### src/rtl/aes_core_arbiter.sv
// aes_core_arbiter
// Shares one AES Cipher instance between two plaintext requesters.
// Requests are granted round-robin, the granted block is captured and held
// on the core input, the core is restarted and then enabled for a fixed
// number of cycles (the core has no completion flag), and the ciphertext is
// returned together with the requester index over a valid/ready port.

module aes_core_arbiter #(
    parameter int CORE_LAT = 12,
    localparam int CNT_W = $clog2(CORE_LAT + 1)
) (
    input  logic         clks,
    input  logic         reset,

    input  logic         req0_valid,
    output logic         req0_ready,
    input  logic [127:0] req0_data,

    input  logic         req1_valid,
    output logic         req1_ready,
    input  logic [127:0] req1_data,

    output logic         core_reset,
    output logic         core_enable,
    output logic [127:0] core_plainText,
    input  logic [127:0] core_encryptedText,

    output logic         rsp_valid,
    input  logic         rsp_ready,
    output logic         rsp_id,
    output logic [127:0] rsp_data,

    output logic         busy
);

    typedef enum logic [1:0] {
        IDLE   = 2'd0,
        LAUNCH = 2'd1,
        RUN    = 2'd2,
        RESP   = 2'd3
    } arbState_t;

    arbState_t          state_r;
    arbState_t          nextState_s;

    logic               lastGrant_r;
    logic [CNT_W-1:0]   cnt_r;
    logic [127:0]       ptReg_r;
    logic               idReg_r;

    logic               rspValid_r;
    logic               rspId_r;
    logic [127:0]       rspData_r;

    logic               grant_s;
    logic               req0Ready_s;
    logic               req1Ready_s;
    logic               cntZero_s;
    logic               rspHandshake_s;

    logic               coreReset_s;
    logic               coreEnable_s;
    logic               busy_s;

    assign cntZero_s      = (cnt_r == {CNT_W{1'b0}});
    assign rspHandshake_s = rspValid_r & rsp_ready;

    // Round-robin pick: a lone requester always wins, a tie goes to the
    // requester that was not served last.
    always_comb begin
        grant_s = 1'b0;
        if (req0_valid && req1_valid) begin
            grant_s = ~lastGrant_r;
        end else if (req1_valid) begin
            grant_s = 1'b1;
        end else begin
            grant_s = 1'b0;
        end
    end

    // Accept strobes: only in IDLE, only for the granted requester, never
    // while reset is applied (a handshake then would be silently lost).
    always_comb begin
        req0Ready_s = 1'b0;
        req1Ready_s = 1'b0;
        if (!reset && (state_r == IDLE)) begin
            req0Ready_s = req0_valid & ~grant_s;
            req1Ready_s = req1_valid &  grant_s;
        end else begin
            req0Ready_s = 1'b0;
            req1Ready_s = 1'b0;
        end
    end

    // Next-state logic of the job sequencer.
    always_comb begin
        nextState_s = state_r;
        case (state_r)
            IDLE: begin
                if (req0Ready_s || req1Ready_s) begin
                    nextState_s = LAUNCH;
                end else begin
                    nextState_s = IDLE;
                end
            end
            LAUNCH: begin
                nextState_s = RUN;
            end
            RUN: begin
                if (cntZero_s) begin
                    nextState_s = RESP;
                end else begin
                    nextState_s = RUN;
                end
            end
            RESP: begin
                if (rspHandshake_s) begin
                    nextState_s = IDLE;
                end else begin
                    nextState_s = RESP;
                end
            end
            default: begin
                nextState_s = IDLE;
            end
        endcase
    end

    // State register; reset abandons any job in flight.
    always_ff @(posedge clks) begin
        if (reset) begin
            state_r <= IDLE;
        end else begin
            state_r <= nextState_s;
        end
    end

    // Job datapath: capture the granted block, time the core, capture the
    // ciphertext on the last enabled cycle and release it on the handshake.
    always_ff @(posedge clks) begin
        if (reset) begin
            lastGrant_r <= 1'b1;
            cnt_r       <= {CNT_W{1'b0}};
            ptReg_r     <= 128'd0;
            idReg_r     <= 1'b0;
            rspValid_r  <= 1'b0;
            rspId_r     <= 1'b0;
            rspData_r   <= 128'd0;
        end else begin
            case (state_r)
                IDLE: begin
                    if (req0Ready_s) begin
                        ptReg_r <= req0_data;
                        idReg_r <= 1'b0;
                    end else if (req1Ready_s) begin
                        ptReg_r <= req1_data;
                        idReg_r <= 1'b1;
                    end else begin
                        ptReg_r <= ptReg_r;
                        idReg_r <= idReg_r;
                    end
                end
                LAUNCH: begin
                    cnt_r <= CNT_W'(CORE_LAT - 1);
                end
                RUN: begin
                    if (cntZero_s) begin
                        rspData_r  <= core_encryptedText;
                        rspId_r    <= idReg_r;
                        rspValid_r <= 1'b1;
                    end else begin
                        cnt_r <= cnt_r - CNT_W'(1);
                    end
                end
                RESP: begin
                    if (rspHandshake_s) begin
                        rspValid_r  <= 1'b0;
                        lastGrant_r <= idReg_r;
                    end else begin
                        rspValid_r  <= rspValid_r;
                        lastGrant_r <= lastGrant_r;
                    end
                end
                default: begin
                    rspValid_r <= 1'b0;
                end
            endcase
        end
    end

    // Core control decoded from the registered state; the core is held in
    // restart for as long as this block is in reset.
    always_comb begin
        coreReset_s  = 1'b0;
        coreEnable_s = 1'b0;
        busy_s       = 1'b0;
        if (reset) begin
            coreReset_s  = 1'b1;
            coreEnable_s = 1'b0;
            busy_s       = 1'b0;
        end else begin
            coreReset_s  = (state_r == LAUNCH);
            coreEnable_s = (state_r == RUN);
            busy_s       = (state_r != IDLE);
        end
    end

    assign req0_ready     = req0Ready_s;
    assign req1_ready     = req1Ready_s;
    assign core_reset     = coreReset_s;
    assign core_enable    = coreEnable_s;
    assign core_plainText = ptReg_r;
    assign rsp_valid      = rspValid_r;
    assign rsp_id         = rspId_r;
    assign rsp_data       = rspData_r;
    assign busy           = busy_s;

endmodule

### config.mk
export PLATFORM = sky130hd
export DESIGN_NAME = aes_core_arbiter
export DESIGN_NICKNAME = d
export VERILOG_FILES = /design/src/rtl/aes_core_arbiter.sv
export SDC_FILE = /design/constraint.sdc
export NUM_CORES = 1
export LEC_CHECK = 0
export ABC_AREA = 1
export CAP_MARGIN = 20
export CORE_AREA = 2 2 251 253
export CTS_CLUSTER_SIZE = 16
export DETAILED_ROUTE_END_ITERATION = 8
export DIE_AREA = 0 0 253 255
export PLACE_DENSITY = 0.45
export SYNTH_ARGS = -nofsm -noshare
export SYNTH_HDL_FRONTEND = slang
export SYNTH_SLANG_ARGS = --single-unit
export TNS_END_PERCENT = 50
### constraint.sdc
create_clock -name clks -period 2 [get_ports clks]
set_input_delay 0.2 -clock clks [delete_from_list [all_inputs] [get_ports clks]]
set_output_delay 0.2 -clock clks [all_outputs]
set_load 0.03 [all_outputs]
Word level (Yosys, flattened, before mapping)
Cells that the tools add are included.
{"block": "classes", "add_sub_neg": 1, "mux": 20, "bitwise_logic": 5, "n_reduce_logical": 15, "eq_ne": 6}
{"cell": "128-bit two-way mux", "count": 2}
{"cell": "1-bit two-way mux", "count": 13}
{"cell": "2-bit one-hot mux with 4 select lines", "count": 1}
{"cell": "4-bit one-hot mux with 2 select lines", "count": 1}
{"cell": "2-bit AND reduction", "count": 4}
{"cell": "2-bit nonzero test", "count": 4}
{"cell": "2-bit inequality test (second input constant)", "count": 3}
{"cell": "2-bit == test (second input constant)", "count": 2}
{"cell": "4-bit zero test", "count": 1}
{"cell": "4-bit two-way mux", "count": 1}
{"cell": "4-bit by 1-bit subtractor with 4-bit output (second input constant)", "count": 1}
{"cell": "1-bit AND", "count": 3}
{"cell": "3-bit AND reduction", "count": 1}
{"cell": "2-bit by 1-bit == test with 1-bit output (second input constant)", "count": 1}
{"cell": "1-bit logical AND", "count": 2}
{"cell": "2-bit zero test", "count": 1}
{"cell": "2-bit two-way mux", "count": 1}
{"cell": "1-bit NOT", "count": 2}
{"cell": "1-bit one-hot mux with 2 select lines", "count": 1}
{"cell": "1-bit zero test", "count": 1}
{"cell": "1-bit logical OR", "count": 1}
{"block": "word_totals", "word_cells": 55, "out_inout_bits": 263, "input_bits": 389, "register_bits": 266}

Depth between registers and ports, before layout
Gate-level depths: netlist of run 1.
{"block": "logic_depth", "word_depth": 8, "depth_mapped": 10, "ltp_nobuf": 8}

Least setup slack after synthesis of run 1
No wires, ideal clock.
{"block": "synth_path", "path_kind": "flip-flop to flip-flop", "start": "reg cnt_r[0]", "end": "reg rspData_r[118] (netlist: rsp_data[118])", "t_required_ps": 1884, "path_stages_with_launch": 10, "n_path_buf": 2, "setup_time_ps": 116, "path_slack_ps": 579, "period_less_slack_ps": 1421, "arrival_ps": 1305, "cell_sequence": "dfxtp_1 > inv_1 > ha_1 > nand2_1 > nor2_2 > inv_1 > buf_2 > buf_2 > nor2_1 > nor2_1"}
{"block": "synth_via", "elab_chain_cells": 2}
{"item": "start, declared", "line": "47", "rtl": "logic [CNT_W-1:0] cnt_r;"}
{"item": "start signal, assigned", "line": "143", "rtl": "cnt_r <= {CNT_W{1'b0}};"}
{"item": "start signal, assigned", "line": "164", "rtl": "cnt_r <= CNT_W'(CORE_LAT - 1);"}
{"item": "start signal, assigned", "line": "172", "rtl": "cnt_r <= cnt_r - CNT_W'(1);"}
{"item": "4-bit zero test", "line": "65", "rtl": "assign cntZero_s = (cnt_r == {CNT_W{1'b0}});"}
{"item": "2-bit AND reduction (no line)"}
{"item": "end signal, assigned", "line": "168", "rtl": "rspData_r <= core_encryptedText;"}
{"item": "end, declared", "line": "53", "rtl": "logic [127:0] rspData_r;"}
No other way between the ends.
A chain may end at the register's enable or synchronous reset.

Worst setup path after layout of run 1
{"block": "layout_path", "start": "reg ptReg_r[88] (netlist: core_plainText[88])", "end": "out core_plainText[88]"}
{"item": "start, declared", "line": "48", "rtl": "logic [127:0] ptReg_r;"}
{"item": "start signal, assigned", "line": "153", "rtl": "ptReg_r <= req0_data;"}
{"item": "start signal, assigned", "line": "156", "rtl": "ptReg_r <= req1_data;"}
{"item": "start signal, assigned", "line": "159", "rtl": "ptReg_r <= ptReg_r;"}
{"item": "end, declared", "line": "25", "rtl": "output logic [127:0] core_plainText,"}
No word-level cell between the ends.

==> results.toml, run 1 <==
[synthesis]
yosysUniqueCellTypes = 20
yosys-top-cells-area = "dfxtp_1, nand2_1, nor2_1"
yosysMostFrequentCell = "nand2_1"
netlist_area_mm2 = 0.0119
synth_edf_count = 0
synth.avg_cell_area_um2 = 6.35
synth.largest_area_cell = "dfxtp_1"
synth-main-ff-cell = "dfxtp_1"
synth_cells = 1867
synthArstFlopShare = 0
synth_seq_cells = 266
synthesis.nets = 2257
ys_seq_area_frac = 0.449
synth_top_cells_by_count = "nand2_1, nor2_1, dfxtp_1"
yosys.area.top_type_share = 0.449
yosysWarnings = 0

[cts]
clk_pin_slew_ps = 60
clock_sinks = 266
cts_buffer_depth = 3
cts-root-buf = "clkbuf_16"
cts_buffers = 35
cts_hold_buf = 0
cts_tree = "done"
h-tree-depth = 2
insertion_delay_ps = 550

[floorplan]
die_width_um = 253
dieArea_mm2 = 0.0645
core_mm2 = 0.0622
io_pins = 652
die_h_um = 255
rows = 92
start_util = 0.191

[drt]
antenna_left = 0
via_per_inst = 4.07
drtIter0Drc = 604
drt_pass1_iterations = 5
finalWirelength_um = 55300
drc = 0
routedWlPerCell_um = 16.7
vias = 13500

[sta]
timing.final.hold_violations = 0
tightest_slew_ps = 643
slew_violations = 0
fin_setup_tns_ps = 0
fmax_mhz = 525
post-route-min-period_ps = 1900
min_period_over_period = 0.952
setup_viol = 0
slew_headroom = 0.571
fin_skew_ps = 13.6
rsz0062_at_grt = "no"

[power]
sequentialPowerShare = 0.346
combinationalPowerShare = 0.318
switchingPower_mw = 6.07
switching_share = 0.338
p_leak_nw = 9.31
p_int_mw = 11.9
fin_total_pwr_mw = 18.0
vdd_drop_max_mv = 0.578
p_clk_frac = 0.336
powerDensity_mw_per_mm2 = 870

[worst_setup_path]
cp_data_arrival_time_ps = 1700
path_max_fanout = 2
worst-path-buf-inv = 1
path_depth = 1
crit_required_ps = 1800
worstSetupPathType = "flip-flop to primary output"
critical_path.max_stage_delay_ps = 810
startpoint_type = "flip-flop"
reg2reg_depth = 11
crit_family = "buffers and inverters"
crit_chain = "clkdlybuf4s50_1"
crit_path_end_kind = "primary output"
cp_slowest_cell = "clkdlybuf4s50_1"

[grt]
grt_first_pass_wirelength_um = 79100
antenna_found_initial = 9
grt-ovfl-total = 0
grt_usage = 0.161
grt_pass1_vias = 13000
grt_max_degree = 131

[final_layout]
regArea_mm2 = 0.00533
layout.nets = 2877
final_cell_count_no_fill = 3311
drive_gt1_frac = 0.0502
multi_input_area_mm2 = 0.00540
num-fill-cells = 6643
area_growth_pct = 74.1

[placed_design]
io_buffers = 651
dpl.cell_count = 3236
dp_hpwl_um = 40100
place.gp.congestion = 0.802

[run]
drv_cap = 0

[outcome]
status = "finished clean"

[worst_hold_path]
hold_depth = 3
holdCritPathClass = "input port to flip-flop"
==> final cells by class <==
type,count,share of cell area
Antenna cell,4,0.000485
Clock buffer,49,0.0489
Clock inverter,9,0.00303
Inverter,145,0.0267
Multi-Input combinational cell,1329,0.261
Sequential cell,266,0.258
Tap cell,799,0.0484
Timing Repair Buffer,710,0.353
==> power groups by stage <==
stage          clock network, mW  logic, mW  registers (mW)
5_1_grt                     6.55       6.20            6.30
3_3_place_gp                   0       5.66            6.31
2_1_floorplan                  0       1.76            7.45
4_1_cts                     6.33       5.77            6.23
3_5_place_dp                   0       5.66            6.33
6_report                    6.04       5.72            6.22
==> metal layers <==
| layer | vias to the layer above | global-route usage | wire [um] |
|---|---|---|---|
| li1 | 6922 | - | - |
| met1 | 5964 | 0.182 | 22200 |
| met2 | 492 | 0.271 | 25700 |
| met3 | 85 | 0.0714 | 5700 |
| met4 | 18 | 0.0529 | 1590 |
| met5 | - | 0 | 105 |
==> registers in the layout (all words and copies together) (netlist names) <==
name,cells
cnt_r,4
core_plainText,128
idReg_r,1
lastGrant_r,1
rsp_data,128
rsp_id,1
rsp_valid,1
state_r,2
==> final timing paths <==
path | start | end | slack [ps]
max | core_plainText[88] | core_plainText[88] | 100
min | core_encryptedText[81] | rsp_data[81] | 230
max reg2reg | state_r[0] | core_plainText[35] | 160
min reg2reg | cnt_r[1] | cnt_r[1] | 500
==> stage by stage <==
| step | instance area (um2) | utilization | setup WS [ps] | hold slack (ps) |
|---|---|---|---|---|
| 5_1_grt | 20600 | 0.332 | 10.4 | 212 |
| 2_1_floorplan | 11900 | - | 579 | 335 |
| 6_report | 20700 | 0.332 | 97.0 | 233 |
| 3_5_place_dp | 19400 | 0.312 | -27.0 | 496 |
| 3_3_place_gp | 19400 | 0.312 | -8.22 | 464 |
| 4_1_cts | 20600 | 0.331 | 20.2 | 197 |
==> placed cells by master (no fill, tap or decap), types with 2 or more instances in the layout <==
cell             count
buf_6                2
inv_2                2
dfxtp_1            265
o21ai_0            132
clkbuf_16           37
a21oi_1             10
nor2_1             521
clkinv_2             6
nor2_4               2
nand3_1            132
inv_6                2
bufbuf_16            2
nand2_1            524
clkbuf_8             6
diode_2              4
buf_12              22
buf_4               37
clkdlybuf4s50_1    645
inv_1              141
clkbuf_1             7
==> what timing repair did <==
action / in CTS / in global routing
gates cloned: 2 / 1
pin swaps: 1 / 2
gates resized for setup: 7 / 1
setup buffers: 6 / 4
endpoints found under the setup margin: 3 / 9
==> kinds of logic (layout without fill, tap and decap cells) <==
logic type      Yosys count  in the layout  synth area share
simple gates           1183           1183             0.389
compound gates          144            144            0.0616
other cells               0              4                 0
buf+inv                 272            913            0.0984
xor+xnor                  1              1          0.000738
fa+ha+maj                 1              1           0.00105
flops                   266            266             0.449
Power figures use the tool's default switching activity.
==> run 2, diff against run 1 <==
--- a/config.mk
+++ b/config.mk
@@ -11,7 +11,7 @@
 export CTS_CLUSTER_SIZE = 16
 export DETAILED_ROUTE_END_ITERATION = 8
 export DIE_AREA = 0 0 253 255
-export PLACE_DENSITY = 0.45
+export PLACE_DENSITY = 0.46
 export SYNTH_ARGS = -nofsm -noshare
 export SYNTH_HDL_FRONTEND = slang
 export SYNTH_SLANG_ARGS = --single-unit
==> run 2 against run 1 <==
Hold slack improved by 6.3 ps. Sequential share of layout area decreased by 0.19 points. Global-route usage decreased by 0.33 points. Critical path depth unchanged. Sequential power about the same. Via count increased by 1.1%.
==> results.toml, run 2 (synthesis results as in run 1) <==
[outcome]
status = "finished clean"

[final_layout]
final_cell_count_no_fill = 3325
drive_gt1_frac = 0.0559
final_util = 0.335
most-common-layout-cells = "clkdlybuf4s50_1, nand2_1, nor2_1"
num-fill-cells = 6647
layout.nets = 2889
area_growth_pct = 75.5
layout_commonest_cell = "clkdlybuf4s50_1"

[worst_setup_path]
crit_path_start = "core_plainText[91]"
worstSetupPathType = "flip-flop to primary output"
crit_path_end_kind = "primary output"
crit_chain = "clkdlybuf4s50_1"
cp_data_arrival_time_ps = 1700
cp_slowest_cell = "clkdlybuf4s50_1"
crit_required_ps = 1800
crit_family = "buffers and inverters"
crit-reg2reg-launch = "cnt_r[0]"
worst-path-buf-inv = 1
critical_path.max_stage_delay_ps = 820
path_max_fanout = 2
startpoint_type = "flip-flop"

[sta]
timing.final.hold_violations = 0
slew_violations = 0
tightest_slew_ps = 522
post-route-min-period_ps = 1900
setup_viol = 0
slew_headroom = 0.651
fmax_mhz = 527
min_period_over_period = 0.950
rsz0062_at_grt = "no"
fin_skew_ps = 22.5

[floorplan]
die_h_um = 255
die_width_um = 253
io_pins = 652
core_mm2 = 0.0622
dieArea_mm2 = 0.0645
rows = 92
start_util = 0.191

[drt]
drtIter0Drc = 715
routedWlPerCell_um = 16.2
vias = 13600
drc = 0
finalWirelength_um = 53900
antenna_left = 0
via_per_inst = 4.10
drt_pass1_iterations = 5

[cts]
clk_pin_slew_ps = 60
cts-root-buf = "clkbuf_16"
cts_buffers = 35
h-tree-depth = 2
insertion_delay_ps = 540
cts_buffer_depth = 3
cts_tree = "done"
cts_hold_buf = 0
clock_sinks = 266

[power]
powerDensity_mw_per_mm2 = 864
vdd_drop_max_mv = 0.595
p_leak_nw = 9.40

[placed_design]
dp_hpwl_um = 40300
place.gp.congestion = 0.803
io_buffers = 651
dpl.cell_count = 3249

[worst_hold_path]
holdCritPathClass = "input port to flip-flop"
hold_path_startpoint = "core_encryptedText[20]"

[run]
drv_cap = 0

[grt]
antenna_found_initial = 10
grt_first_pass_wirelength_um = 79200
grt_max_degree = 81
grt-ovfl-total = 0
grt_pass1_vias = 13600
grt_usage = 0.158
## run 2: worst paths after layout
check	cells after the start	end	slack [ps]
max reg2reg	8	rsp_data[68]	280
max	1	core_plainText[91]	100
min	3	rsp_data[20]	240
min reg2reg	2	cnt_r[1]	480
## run 2: where the power goes
group	internal [mW]	switching (mW)	leakage, nW
clock network	3.53	2.51	0.535
logic	2.51	3.20	6.68
registers	5.91	0.317	2.18
total	11.9	6.03	9.40
## run 2: timing repair
| item | in CTS | in global routing |
|---|---|---|
| buffers inserted | 0 | 10 |
| resized for setup | 1 | 7 |
| pin swaps | 0 | 2 |
| gates cloned | 0 | 2 |
| endpoints found under the setup margin | 2 | 4 |
## run 2: metrics by stage
stage / TNS [ps] / total power [mW] / instance area [um2] / setup WS [ps] / hold slack [ps]
floorplan: 0 / 9.21 / 11900 / 579 / 335
global placement: 0 / 12.0 / 19600 / 115 / 465
detailed placement: 0 / 12.0 / 19600 / 81.7 / 468
CTS: -189 / 18.3 / 20700 / -189 / 203
global route: 0 / 19.0 / 20800 / 6.05 / 221
finish: 0 / 18.0 / 20800 / 101 / 239
## run 2: layer usage
layer	up-vias	wire length, um	GRT usage
met4	14	1270	0.0458
met2	475	25200	0.269
met5	-	90	0
met3	83	5890	0.0704
met1	6118	21400	0.177
li1	6937	-	-
## run 2: layout make-up
| cell class | count | area, um2 | area share |
|---|---|---|---|
| clock inverters | 10 | 81.3 | 0.00391 |
| diodes | 4 | 10.0 | 0.000481 |
| repair buffers | 722 | 7430 | 0.357 |
| well taps | 799 | 1000 | 0.0480 |
| inverters | 145 | 552 | 0.0265 |
| flip-flops and latches | 266 | 5330 | 0.256 |
| multi-input cells | 1329 | 5400 | 0.259 |
| clock buffers | 50 | 1010 | 0.0486 |
==> run 3, diff against run 2 <==
--- a/config.mk
+++ b/config.mk
@@ -6,7 +6,7 @@
 export NUM_CORES = 1
 export LEC_CHECK = 0
 export ABC_AREA = 1
-export CAP_MARGIN = 20
+export CAP_MARGIN = 30
 export CORE_AREA = 2 2 251 253
 export CTS_CLUSTER_SIZE = 16
 export DETAILED_ROUTE_END_ITERATION = 8
==> results of run 3 <==
No change in the layout: final DEF, timing and power equal those of run 2.
